**config.mk**
```make
export PLATFORM = sky130hd
export DESIGN_NAME = mult_seq
export DESIGN_NICKNAME = d
export VERILOG_FILES = /design/src/rtl/opcodes.sv /design/src/rtl/mult_seq.sv
export SDC_FILE = /design/constraint.sdc
export NUM_CORES = 1
export LEC_CHECK = 0
export ABC_AREA = 1
export BUFFER_PORTS_ARGS = -buffer_cell sky130_fd_sc_hd__buf_2
export CAP_MARGIN = 20
export CORE_ASPECT_RATIO = 0.6
export CORE_MARGIN = 4
export CORE_UTILIZATION = 50
export DETAILED_ROUTE_END_ITERATION = 10
export PLACE_DENSITY = 0.82
export SYNTH_ARGS = -nofsm -noshare
export SYNTH_HDL_FRONTEND = slang
export SYNTH_SLANG_ARGS = --single-unit
```
**constraint.sdc**
```tcl
create_clock -name Clock -period 5.04 [get_ports Clock]
set_clock_uncertainty 0.1 [all_clocks]
set_input_delay 1.512 -clock Clock [delete_from_list [all_inputs] [get_ports Clock]]
set_output_delay 1.512 -clock Clock [all_outputs]
set_load 0.02 [all_outputs]
```
**src/rtl/opcodes.sv**
```systemverilog
// Shared core definitions: ALU function codes, flag bit positions and the
// multiply sequencer state names used by the core controller and benches.
`ifndef FLAGS_C
`define FLAGS_C 1
`endif

package opcodes;

   typedef enum logic [3:0] {
      FnNOP = 4'h0,
      FnA   = 4'h1,
      FnB   = 4'h2,
      FnADD = 4'h3,
      FnSUB = 4'h4,
      FnAND = 4'h5,
      FnOR  = 4'h6,
      FnXOR = 4'h7
   } alu_functions_t;

   typedef enum logic [1:0] {
      IDLE = 2'd0,
      RUN  = 2'd1,
      DONE = 2'd2
   } mult_state_t;

   localparam int ALU_FLAG_BITS = 4;

endpackage

```
**src/rtl/mult_seq.sv**
```systemverilog
// Shift-and-add 16x16->32 multiply sequencer that borrows the shared ALU one
// iteration per granted cycle; product lives in {acc_hi, acc_lo}.
//
//   state | meaning
//   IDLE  | waiting for Start; product registers hold the last result
//   RUN   | requesting the ALU; one iteration per cycle with AluGnt
//   DONE  | one-cycle Done pulse, product valid
module mult_seq
   import opcodes::*;
#(
   parameter int WIDTH = 16
) (
   input  logic                 Clock,
   input  logic                 nReset,
   input  logic                 Start,
   input  logic [WIDTH-1:0]     Multiplicand,
   input  logic [WIDTH-1:0]     Multiplier,
   output logic                 Busy,
   output logic                 Done,
   output logic [WIDTH-1:0]     ProdHi,
   output logic [WIDTH-1:0]     ProdLo,
   output logic                 AluReq,
   input  logic                 AluGnt,
   output alu_functions_t       AluOp,
   output logic [WIDTH-1:0]     AluOp1,
   output logic [WIDTH-1:0]     AluOp2,
   input  logic [WIDTH-1:0]     AluResult,
   input  logic [ALU_FLAG_BITS-1:0] AluFlags
);

   localparam logic [4:0] LAST_ITER = 5'(WIDTH - 1);

   mult_state_t      state;
   mult_state_t      state_nxt;
   logic [WIDTH-1:0] acc_hi;
   logic [WIDTH-1:0] acc_lo;
   logic [WIDTH-1:0] mcand;
   logic [4:0]       count;
   logic             iterate;
   logic             unused_flags;

   assign iterate      = (state == RUN) && AluGnt;
   assign unused_flags = &{1'b0, AluFlags};

   always_ff @(posedge Clock) begin
      if (!nReset) begin
         state <= IDLE;
      end else begin
         state <= state_nxt;
      end
   end

   always_comb begin
      state_nxt = state;
      case (state)
         IDLE:    if (Start) state_nxt = RUN;
         RUN:     if (iterate && (count == LAST_ITER)) state_nxt = DONE;
         DONE:    state_nxt = IDLE;
         default: state_nxt = IDLE;
      endcase
   end

   always_comb begin
      Busy   = 1'b0;
      Done   = 1'b0;
      AluReq = 1'b0;
      AluOp  = FnNOP;
      AluOp1 = '0;
      AluOp2 = '0;
      case (state)
         RUN: begin
            Busy   = 1'b1;
            AluReq = 1'b1;
            if (AluGnt) begin
               AluOp  = acc_lo[0] ? FnADD : FnA;
               AluOp1 = acc_hi;
               AluOp2 = mcand;
            end
         end
         DONE: begin
            Busy = 1'b1;
            Done = 1'b1;
         end
         default: ;
      endcase
   end

   // Carry-in at the top of acc_hi keeps each partial sum exact.
   always_ff @(posedge Clock) begin
      if (!nReset) begin
         acc_hi <= '0;
         acc_lo <= '0;
         mcand  <= '0;
         count  <= '0;
      end else if ((state == IDLE) && Start) begin
         acc_hi <= '0;
         acc_lo <= Multiplier;
         mcand  <= Multiplicand;
         count  <= '0;
      end else if (iterate) begin
         acc_hi <= {AluFlags[`FLAGS_C], AluResult[WIDTH-1:1]};
         acc_lo <= {AluResult[0], acc_lo[WIDTH-1:1]};
         count  <= count + 5'd1;
      end
   end

   assign ProdHi = acc_hi;
   assign ProdLo = acc_lo;

endmodule
```
# After elaboration in Yosys (flattened, before gate mapping)
# Index checks and enable logic that the tools add are counted.
[word_totals]
output_inout_bits = 71
regBits = 55
elab_cells = 35
input_bits = 56
[classes]
mux = 15
add_sub_neg = 1
eq_ne = 5
n_reduce_logical = 8
bitwise = 1
[op_table]
columns = ["op", "n"]
rows = [
  ["two-way mux 16 bit", 6],
  ["two-way mux 2 bit", 5],
  ["adder 5 x 1 -> 5 bit, second input constant", 1],
  ["equality test 5 x 4 -> 1 bit, second input constant", 1],
  ["one-hot mux 2 bit (2 select lines)", 1],
  ["OR reduction 2 bit", 2],
  ["logical AND 1 bit", 3],
  ["two-way mux 1 bit", 3],
  ["equality test 2 x 1 -> 1 bit, second input constant", 1],
  ["equality test 2 bit, second input constant", 1],
  ["logical NOT 2 bit", 1],
  ["inequality test 2 x 1 -> 1 bit, second input constant", 1],
  ["inequality test 2 bit, second input constant", 1],
  ["AND reduction 2 bit", 1],
  ["nonzero test 2 bit", 1],
  ["NOT 1 bit", 1],
]

# Depth between registers and ports, before layout
[depth]
ltp_word = 5
depth_mapped = 9
ltp_nobuf = 9

# Worst setup path after synthesis
# OpenSTA, ideal clock, no wires.
[synth_timing]
path_kind = "input-to-output"
from = "input AluGnt"
to = "output AluOp1[10]"
n_path_buf = 2
arrival_ns = 2.224
path_stages = 4
required_ns = 3.428
path_slack_ns = 1.204
cell_sequence = "nand2_2 buf_2 buf_2 nor2_1"
[synth_between]
elab_chain_len = 2
[synth_lines]
columns = ["element", "line_no", "source"]
rows = [
  ["start, declared", "mult_seq.sv:23", "input logic AluGnt,"],
  ["two-way mux 16 bit", "mult_seq.sv:74", "if (AluGnt) begin"],
  ["two-way mux 16 bit", "mult_seq.sv:70", "case (state)"],
  ["end, declared", "mult_seq.sv:25", "output logic [WIDTH-1:0] AluOp1,"],
]
# No other way between the ends.

# Worst setup path after layout
[layout_timing]
from = "input AluGnt"
to = "output AluOp1[7]"
# The elaborated chain is that of the path after synthesis.

==> results.tsv <==
metric	value	unit
Sw Ratio	42.1	%
Rows	20	
Starting Density	52.1	%
routability cong.	0.808	
CTS tree	done	
internal power	0.000921	W
clk slew on worst S/H paths	90	ps
Comb pwr share	42.0	%
mux contribution to synthesized area	0	%
DP Wirelength	4700	um
Vias/cell	4.64	
Final min period	4110	ps
Crit. End Element	output pin	
post-synth design cell area	0.00265	mm^2
Synth Area in Compound Gates	11.8	%
WHS	357	ps
net switching power figure	0.000670	W
Cell Pwr Density	475	mW/mm^2
Seq/Total Area, Yosys	41.6	%
Total Wirelength	6350	um
Total GRT Usage	19.7	%
initial DRC count	79	
synthesized area per cell	6.79	um^2
Placed Instances	558	
layout cells sized above 1	30.0	%
clock power share	19.5	%
# diodes	0	
XOR/XNOR Fraction of Synth Area	0	%
clk sinks	55	
post-CTS sizing	0	
HP Class	reg -> reg	
router iterations before antenna repair	4	
outcome	completed	
Crit path arrival time	2500	ps
largest family of logic cells by synthesized area	simple AND/OR/NAND/NOR gates	
Yosys warnings	0	
final worst-path cycle share	81.6	%
grt total ovfl	0	
aggregate negative setup slack	0	ps
Synth cell types	24	
LEAKAGE	1.67	nW
antenna viol nets, final	0	
H-Tree Depth	2	
Post-Synth Simple-Gate Area	29.0	%
layout net count	562	
worst slew pin tran	838	ps
vias after detailed routing	2624	
Die Footprint	0.00656	mm^2
R2R setup slack	2720	ps
I/O pin cnt	127	
number of setup violations in the final report	0	
Worst VDD drop	211	uV
CP Data Required Time	3430	ps
deepest clock path buffer count	2	
Root Buffer	clkbuf_8	
Critical Path Start Type	primary input	
worst r2r path cells	10	
Die W	102	um
Peak Freq	0.243	GHz
non-filler cells, final	566	
maxcap violations	0	
Post-Synth Adder-Cell Area	3.31	%
core region area	0.00508	mm^2
Hold Buf Count CTS	0	
Setup crit start	AluGnt	
Die Height	64.4	um
Hold Crit Depth	2	
DRC Markers	0	
largest net degree at the start of global routing	51	
CP max FO	34	
RSZ-0062 raised after global routing	no	
Synth Instances	390	
first-pass GRT wire length	10600	um
latest clock arrival within the worst-skew pair	310	ps
initial antenna violation count	0	
TritonCTS Buffers	5	
PortBufs	121	
area grow syn2layout	26.5	%
Flop pwr share	38.5	%
r2r startpoint	state[1]	
number of hold violations in the final report	0	
WS Path Type	in -> out	
Filler Cell Count	457	
Hold Crit Start	mcand[15]	
number of global-route vias before repair	2473	
Post-CTS Setup Inserts	0	
Yosys reg bits	55	
Pins Over Slew Limit	0	
Slew HR	43.9	%
Wirelength per Cell	11.2	um
-- final cells by class --
cell class,count,area (um^2),area share [%]
Tap cell,66,82.6,2.47
Clock buffer,6,82.6,2.47
Clock inverter,2,38.8,1.16
Timing Repair Buffer,124,641,19.1
Multi-Input combinational cell,254,1170,35.1
Inverter,59,229,6.84
Sequential cell,55,1100,32.9
-- sequential cells by signal (all words and copies together), names as in the netlist --
name	cells
state	2
ProdHi	16
mcand	16
ProdLo	16
count	5
-- cell usage after synthesis (all sizes together) --
library cell / instances / area [um^2]
nor3: 16 / 80.1
nor2: 88 / 349
o21bai: 1 / 7.51
dfxtp: 55 / 1100
o21ai: 16 / 80.1
nand2: 82 / 313
nand3: 2 / 10.0
ha: 7 / 87.6
nand3b: 2 / 15.0
clkbuf: 3 / 12.5
inv: 59 / 229
a21oi: 38 / 224
buf: 20 / 134
conb: 1 / 3.75
-- per-layer routing --
layer	part of all wire (%)	wire length, um	vias to the layer above	track usage [%]
met4	0.90	57	0	4.75
li1	-	-	1383	-
met5	0	0	-	0
met3	12	731	7	6.76
met1	44	2820	1128	24.9
met2	43	2740	106	32.4
-- critical path: stages --
cell and delay (ps):
buf_2 110, nand2_2 390, buf_12 250, nor2_1 60
buf_2 160
-- layout by cell type (no fill, tap or decap), types with 3 or more instances in the layout --
cell,synthesis,final
nor3_1,16,16
nand2_1,80,80
o21ai_0,16,16
dfxtp_1,55,55
nor2_1,86,86
inv_4,3,3
buf_2,11,121
clkbuf_8,0,6
inv_1,54,54
a21oi_2,9,9
ha_1,7,7
a21oi_1,29,29
-- path summary, 6_finish.rpt --
kind	end
worst min-delay path	mcand[15]
worst min register to register	mcand[15]
worst max register to register	ProdLo[7]
worst max-delay path	AluOp1[7]
-- cells by family (layout without fill, tap and decap cells) --
group | count (synthesis) | count (layout)
AO/OA/AOI/OAI | 55 | 55
adder cells (fa/ha/maj) | 7 | 7
buffers and inverters | 82 | 191
flip-flops | 55 | 55
other | 1 | 2
AND/OR/NAND/NOR | 190 | 190
-- stage by stage --
stage	instance area (um^2)	setup WS [ps]	power (W)	utilization, %
after global placement	3230	951	0.00127	63.5
after global routing	3350	816	0.00173	65.9
after detailed placement	3230	927	0.00129	63.5
after CTS	3350	923	0.00160	65.9
final	3350	929	0.00159	65.9
after floorplan	2650	1200	0.00113	-
-- power by group through the flow --
stage	clock [W]	combinational, W	sequential [W]
2_1_floorplan	0	0.000446	0.000685
3_3_place_gp	0	0.000654	0.000616
3_5_place_dp	0	0.000672	0.000621
4_1_cts	0.000319	0.000673	0.000612
5_1_grt	0.000340	0.000759	0.000626
6_report	0.000310	0.000669	0.000612
No activity file was read; power rests on OpenSTA's default activity.
